File: src/rtl/pc_fetch_unit_if.sv
`default_nettype none
// ============================================================================
// Module      : pc_fetch_unit_if
// Description : Instruction-memory read port between the fetch unit and imem.
// Revision    : 1.0 - initial release
// ============================================================================
interface pc_fetch_unit_if;
  logic        req;
  logic [15:0] addr;
  logic        ack;
  logic [15:0] rdata;

  modport master (output req, output addr, input ack, input rdata);
  modport slave  (input req, input addr, output ack, output rdata);
endinterface
`default_nettype wire

File: src/rtl/pc_fetch_unit.sv
`default_nettype none
// ============================================================================
// Module      : pc_fetch_unit
// Description : Program counter and two-state instruction fetch sequencer.
// Revision    : 1.0 - initial release
// ============================================================================
module pc_fetch_unit #(
  parameter logic [15:0] RESET_PC = 16'h0000,
  parameter int          TIMEOUT  = 16
) (
  input  wire logic        clk,
  input  wire logic        rst_n,
  input  wire logic        fetch_en,
  input  wire logic        pc_write,
  input  wire logic [1:0]  next_sel,
  input  wire logic [15:0] pc_inc,
  input  wire logic [15:0] branch_target,
  input  wire logic [15:0] jump_target,
  output logic      [15:0] pc_out,
  output logic      [15:0] ir,
  output logic             ir_valid,
  output logic             busy,
  output logic             misalign,
  output logic             fetch_timeout,
  pc_fetch_unit_if.master  imem
);

  localparam logic [7:0] c_timeout_last = 8'(TIMEOUT - 1);

  typedef enum logic [0:0] {
    ST_IDLE = 1'b0,
    ST_REQ  = 1'b1
  } state_t;

  state_t      r_state;
  logic [15:0] r_pc;
  logic [15:0] r_ir;
  logic        r_ir_valid;
  logic        r_req;
  logic        r_misalign;
  logic        r_timeout;
  logic [7:0]  r_cnt;
  logic        r_pend_valid;
  logic [15:0] r_pend_val;

  logic [15:0] w_sel_val;
  logic        w_sel_hold;
  logic        w_commit_en;
  logic [15:0] w_commit_val;

  always_comb begin
    w_sel_hold = (next_sel == 2'b11);
    unique case (next_sel)
      2'b00:   w_sel_val = pc_inc;
      2'b01:   w_sel_val = branch_target;
      2'b10:   w_sel_val = jump_target;
      default: w_sel_val = r_pc;
    endcase
  end

  // A fresh pc_write in IDLE supersedes any update deferred from the last fetch.
  always_comb begin
    w_commit_en  = r_pend_valid;
    w_commit_val = r_pend_val;
    if (pc_write) begin
      w_commit_en  = !w_sel_hold;
      w_commit_val = w_sel_val;
    end
  end

  always_ff @(posedge clk or negedge rst_n) begin
    if (!rst_n) begin
      r_state      <= ST_IDLE;
      r_pc         <= RESET_PC;
      r_ir         <= 16'h0000;
      r_ir_valid   <= 1'b0;
      r_req        <= 1'b0;
      r_misalign   <= 1'b0;
      r_timeout    <= 1'b0;
      r_cnt        <= 8'd0;
      r_pend_valid <= 1'b0;
      r_pend_val   <= 16'h0000;
    end else begin
      r_ir_valid <= 1'b0;
      r_timeout  <= 1'b0;
      unique case (r_state)
        ST_IDLE: begin
          r_pend_valid <= 1'b0;
          if (w_commit_en) begin
            if (w_commit_val[0]) begin
              r_misalign <= 1'b1;
            end else begin
              r_pc <= w_commit_val;
            end
          end
          if (fetch_en && !r_misalign) begin
            r_state <= ST_REQ;
            r_req   <= 1'b1;
            r_cnt   <= 8'd0;
          end
        end
        ST_REQ: begin
          // PC must stay put while the request is outstanding; defer the write.
          if (pc_write) begin
            r_pend_valid <= !w_sel_hold;
            r_pend_val   <= w_sel_val;
          end
          if (imem.ack) begin
            r_ir       <= imem.rdata;
            r_ir_valid <= 1'b1;
            r_state    <= ST_IDLE;
            r_req      <= 1'b0;
          end else if (r_cnt == c_timeout_last) begin
            r_timeout <= 1'b1;
            r_state   <= ST_IDLE;
            r_req     <= 1'b0;
          end else begin
            r_cnt <= r_cnt + 8'd1;
          end
        end
      endcase
    end
  end

  assign pc_out        = r_pc;
  assign ir            = r_ir;
  assign ir_valid      = r_ir_valid;
  assign busy          = r_req;
  assign misalign      = r_misalign;
  assign fetch_timeout = r_timeout;
  assign imem.req      = r_req;
  assign imem.addr     = r_pc;

endmodule
`default_nettype wire

File: src/flat_wrapper.sv
// flat-port wrapper written by rule: the top's interface ports become plain ports
module pc_fetch_unit_flat 
#(
  parameter logic [15:0] RESET_PC = 16'h0000,
  parameter int          TIMEOUT  = 16
)
  (clk, rst_n, fetch_en, pc_write, next_sel, pc_inc, branch_target, jump_target, pc_out, ir, ir_valid, busy, misalign, fetch_timeout, imem_req, imem_addr, imem_ack, imem_rdata);
  pc_fetch_unit_if imem_i ();
  input  wire logic clk;
  input  wire logic rst_n;
  input  wire logic fetch_en;
  input  wire logic pc_write;
  input  wire logic [1:0] next_sel;
  input  wire logic [15:0] pc_inc;
  input  wire logic [15:0] branch_target;
  input  wire logic [15:0] jump_target;
  output logic      [15:0] pc_out;
  output logic      [15:0] ir;
  output logic ir_valid;
  output logic busy;
  output logic misalign;
  output logic fetch_timeout;
  output wire logic [$bits(imem_i.req)-1:0] imem_req;
  output wire logic [$bits(imem_i.addr)-1:0] imem_addr;
  input wire logic [$bits(imem_i.ack)-1:0] imem_ack;
  input wire logic [$bits(imem_i.rdata)-1:0] imem_rdata;
  assign imem_req = imem_i.req;
  assign imem_addr = imem_i.addr;
  assign imem_i.ack = imem_ack;
  assign imem_i.rdata = imem_rdata;
  pc_fetch_unit #(.RESET_PC(RESET_PC), .TIMEOUT(TIMEOUT)) u_core (.clk(clk), .rst_n(rst_n), .fetch_en(fetch_en), .pc_write(pc_write), .next_sel(next_sel), .pc_inc(pc_inc), .branch_target(branch_target), .jump_target(jump_target), .pc_out(pc_out), .ir(ir), .ir_valid(ir_valid), .busy(busy), .misalign(misalign), .fetch_timeout(fetch_timeout), .imem(imem_i));
endmodule
File: config.mk
export PLATFORM = sky130hd
export DESIGN_NAME = pc_fetch_unit_flat
export DESIGN_NICKNAME = d
export VERILOG_FILES = /design/src/rtl/pc_fetch_unit_if.sv /design/src/rtl/pc_fetch_unit.sv /design/src/flat_wrapper.sv
export SDC_FILE = /design/constraint.sdc
export NUM_CORES = 1
export LEC_CHECK = 0
export ABC_AREA = 0
export CAP_MARGIN = 5
export CORE_MARGIN = 8
export CORE_UTILIZATION = 40
export CTS_CLUSTER_SIZE = 14
export DETAILED_ROUTE_END_ITERATION = 16
export HOLD_SLACK_MARGIN = 0.06
export PLACE_DENSITY = 0.77
export SYNTH_ARGS = -nofsm -noshare
export SYNTH_HDL_FRONTEND = slang
export SYNTH_SLANG_ARGS = --single-unit
File: constraint.sdc
create_clock -name clk -period 2.2 [get_ports clk]
set_clock_uncertainty 0.05 [all_clocks]
set_input_delay 0.44 -clock clk [delete_from_list [all_inputs] [get_ports clk]]
set_output_delay 0.44 -clock clk [all_outputs]
set_load 0.005 [all_outputs]
Yosys cells after proc, flatten, opt, wreduce, memory -nomap -nowiden
Cells that the tools add are included.

Logic and storage cells: 51. Input bits: 71. Register bits after elaboration: 61.

Multiplexer cells: 21. Reductions and logical operators: 9. Bitwise gates (word level): 2. Equal/unequal tests: 8. $add $sub $neg: 1.

Operator list (count): one-hot mux 16 bit (3 select lines) (1); two-way mux 8 bit (3); two-way mux 16 bit (1); one-hot mux 8 bit (2 select lines) (1); two-way mux 1 bit (12); AND reduction 3 bit (3); adder 8 x 1 -> 8 bit (second input constant) (1); == test 8 x 4 -> 1 bit (second input constant) (1); one-hot mux 1 bit (2 select lines) (3); == test 2 bit (second input constant) (2); inequality test 2 bit (second input constant) (2); AND reduction 2 bit (2); inequality test 3 bit (second input constant) (1); == test 2 x 1 -> 1 bit (second input constant) (1); zero test 1 bit (2); zero test 2 bit (1); inequality test 2 x 1 -> 1 bit (second input constant) (1); inverter 1 bit (2); logical AND 1 bit (1).

Depth between registers and ports, before layout
Depth in word-level cells: 5. Gate-level depth with buffers: 7. Mapped depth without buffers: 5.

Worst setup path before layout
No wires, ideal clock.

Path kind: input port to flip-flop. Start point: in next_sel[0]. End point: reg u_core.r_pc[10], in the netlist u_core.imem.addr[10]. Setup slack: 0.454 ns. Arrival time: 1.570 ns. Required time: 2.025 ns. Library setup time: 0.125 ns. Stages: 6. Path through: buf_6 -> mux2i_4 -> nand2_4 -> a21oi_4 -> buf_12 -> mux2_4.

Longest elaborated chain between the ends: 5. Elaborated cells on any way between the ends: 10. Classes of those cells: eq/ne: 3; mux: 3; bitwise: 1; reduce/logical: 3.

RTL lines: start, declared (line flat_wrapper.sv:13) `input wire logic [1:0] next_sel;`; == test 2 bit (tied with other cells) (line pc_fetch_unit.sv:53) `unique case (next_sel)`; one-hot mux 16 bit (3 select lines) (line pc_fetch_unit.sv:53); two-way mux 16 bit; inverter 1 bit (no line); AND reduction 3 bit (no line); end signal, assigned (line pc_fetch_unit.sv:93) `r_pc <= w_commit_val;`; end, declared (line pc_fetch_unit.sv:36) `logic [15:0] r_pc;`.

Parallel ways exist; a longest one is shown, timed or not. A chain may end at the register's enable or synchronous reset.

Worst setup path after layout
Start point: in pc_write. End point: reg u_core.r_pc[13], in the netlist u_core.imem.addr[13].

Longest elaborated chain between the ends: 3. Elaborated cells on any way between the ends: 4. Classes of those cells: mux: 2; bitwise: 1; reduce/logical: 1.

RTL lines: start, declared (line flat_wrapper.sv:12) `input wire logic pc_write;`; two-way mux 16 bit; inverter 1 bit (no line); AND reduction 3 bit (no line).

Parallel ways exist; a longest one is shown, timed or not.

==> results.toml <==
[clock_tree]
numCtsBuffers = 9
clk_pin_slew_ps = 60
htree_levels = 3
cts-root-buf = "clkbuf_8"
clkLatencyLatePin_ps = 340
clock_sinks = 61
post_cts_buffers = 0
tritoncts = "built"
clk_path_buf_depth = 2

[setup_path]
crit_slowest_cell = "clkdlybuf4s50_1"
crit_required_ps = 2370
r2r_start = "u_core.r_cnt[4]"
r2r_slack_ps = 570
max_stage_delay_ps = 420
crit_start = "pc_write"
crit_end = "u_core.imem.addr[13]"
r2r_cells = 4
worstPathArrival_ps = 2000
crit_path_frequent_cell = "buf_4"
crit_path_start_kind = "primary input"
r2r-end = "u_core.r_cnt[3]"
cp-end-kind = "flip-flop"
worstPathMaxFanout = 5
path_cells = "clkdlybuf4s50_1 > buf_4 > nor2_1 > a32oi_1 > a21oi_4 > buf_4 > mux2_4"
path_class = "primary input to flip-flop"

[global_route]
grt_start_max_net_pins = 62
antenna_found_initial = 0
grt_pass1_vias = 2851
grt_overflow = 0
grt_use_total = 0.149
grt_pass1_wl_mm = 13.8

[die]
ioPinCount = 124
die_area_um2 = 11500
coreArea_um2 = 8180
fp-row-count = 33
die_w_um = 107
floorplan.initialDensity = 0.409
die_h_um = 107

[power_and_ir_drop]
power.share.combinational = 0.229
power.switching_mw = 0.661
clkPwrFrac = 0.316
intPower_mw = 2.05
powerDensity_nw_per_um2 = 572
swShare = 0.243
power_frac_seq = 0.455
leakagePower_nw = 2.17
ir_drop_uv = 293
p_total_mw = 2.72

[cells_and_area]
diodes = 0
final_nets = 466
stdcell_area_um2 = 4750
seqCellArea_um2 = 1530
syn_to_final_growth_pct = 42.1
multi_input_area_um2 = 1570
drive_above_1_share = 0.242
fillers = 701

[place]
dp_hpwl_mm = 6.35
placed_area_um2 = 4580
port_buffers = 121
gp_congestion = 0.776

[routing]
drc_errors = 0
vias_per_cell = 5.03
drtAntennaViolNets = 0
via_count = 2527
drtIter0Drc = 41
routed_wirelength_mm = 8.45
post_drt_wl_per_cell_um = 16.8
dr.pass1.iters = 4

[run]
drv_cap = 0

[logic_synthesis]
yosysTopAreaCell = "dfrtp_1"
ys_ff_latch = 61
yosysTopAreaCellShare = 0.457
synth_area_leaders = "dfrtp_1 46%, mux2_2 13%, mux2_4 9.9%"
syn_area_per_cell_um2 = 12.1
async_flop_share = 1.00
synthFlopType = "dfrtp_1"
yosysWarnings = 0
synth-edff-count = 0
ys_seq_area_frac = 0.457
synth_cell_types = 40
synth_most_common_cell = "dfrtp_1"
syn_inst = 277
mappedNetlistArea_um2 = 3340
synth_commonest_cells = "61 x dfrtp_1, 39 x mux2_2, 22 x mux2_4, 20 x a21oi_1, 19 x buf_4"

[timing]
tns_ps = 0
clock.fmax_ghz = 0.545
post-route-min-period_ps = 1830
setup_viol = 0
rsz0062_at_grt = "no"
worst_slew_pin_slew_ps = 519
slew_viol_final = 0
final-hold-violation-count = 0
fin_crit_sh = 0.834
relSlewSlack = 0.653

[min_path]
hp-class = "flip-flop to flip-flop"

[outcome]
status = "finished, final reports clean"
state kept, by name, indices dropped and copies added, names as in the netlist:
signal / count
u_core.busy: 1
u_core.fetch_timeout: 1
u_core.imem.addr: 15
u_core.ir: 16
u_core.ir_valid: 1
u_core.misalign: 1
u_core.r_cnt: 8
u_core.r_pend_val: 16
u_core.r_pend_valid: 1
u_core.r_state: 1
power groups by stage:
stage / registers (mW) / logic [mW] / clock network (mW)
floorplan: 1.24 / 0.293 / 0
global placement: 1.25 / 0.619 / 0
detailed placement: 1.26 / 0.630 / 0
CTS: 1.24 / 0.634 / 0.887
global route: 1.24 / 0.670 / 0.936
finish: 1.24 / 0.623 / 0.857
cell type report:
| class | instances | share of cell area |
|---|---|---|
| Inverter | 3 | 0.00237 |
| Tap cell | 105 | 0.0277 |
| Multi-Input combinational cell | 182 | 0.330 |
| Clock inverter | 2 | 0.00211 |
| Timing Repair Buffer | 137 | 0.284 |
| Sequential cell | 61 | 0.321 |
| Clock buffer | 12 | 0.0327 |
worst min path at each step:
stage | from | to | cells past startpoint
finish | u_core.r_pend_val[9] | u_core.r_pend_val[9] | 1
global route | u_core.ir[4] | u_core.ir[4] | 1
CTS | u_core.r_pend_val[9] | u_core.r_pend_val[9] | 1
detailed placement | rst_n | u_core.r_pend_val[11] | 2
global placement | rst_n | u_core.r_pend_val[11] | 2
floorplan | rst_n | u_core.busy | 0
through the flow:
stage	worst slack, ps	hold WS (ps)	cells	utilization
floorplan	454	94.4	278	-
global placement	95.1	422	487	0.560
detailed placement	22.8	428	487	0.560
CTS	359	452	502	0.581
global route	285	461	502	0.581
finish	366	450	502	0.581
routing by layer:
metal	global-route usage	vias to the layer above	share of wire
met5	0	-	0
met4	0.0585	0	0.016
met3	0.0563	13	0.086
met2	0.248	88	0.48
met1	0.170	1235	0.42
li1	-	1191	-
placed cells by master, fill, tap and decap left out, types with 2 or more instances in the layout:
cell type / instances
mux2_2: 39
buf_12: 2
conb_1: 2
clkbuf_8: 11
inv_1: 3
dfrtp_1: 61
nor2_1: 7
nor2b_1: 18
xor2_1: 2
o21ai_1: 17
mux2_4: 22
buf_2: 2
o21ai_0: 3
clkinv_2: 2
nand2_1: 6
mux2i_1: 16
nand4_1: 2
a21oi_1: 20
nand3_1: 7
nand3b_1: 2
clkdlybuf4s50_1: 119
buf_4: 13
cell families after synthesis:
family                     count (synthesis)  share of synthesized area
buffers and inverters                     35                     0.0756
AOI/OAI and AO/OA                         49                     0.0865
and+or+nand+nor                           50                     0.0865
xor gates and xnor gates                   2                    0.00524
other                                      1                    0.00112
adders and majority gates                  1                    0.00374
DFF                                       61                      0.457
muxes                                     78                      0.285
critical path, delay by kind of cell:
family / cells / cell delay, ps
buffers and inverters: 3 / 780
AOI/OAI and AO/OA: 2 / 330
muxes: 1 / 300
and+or+nand+nor: 1 / 140
repair_timing:
action,in CTS,in global routing
resized for setup,0,0
endpoints found under the hold margin,1,0
hold buffers,1,0
Power figures use the tool's default switching activity.
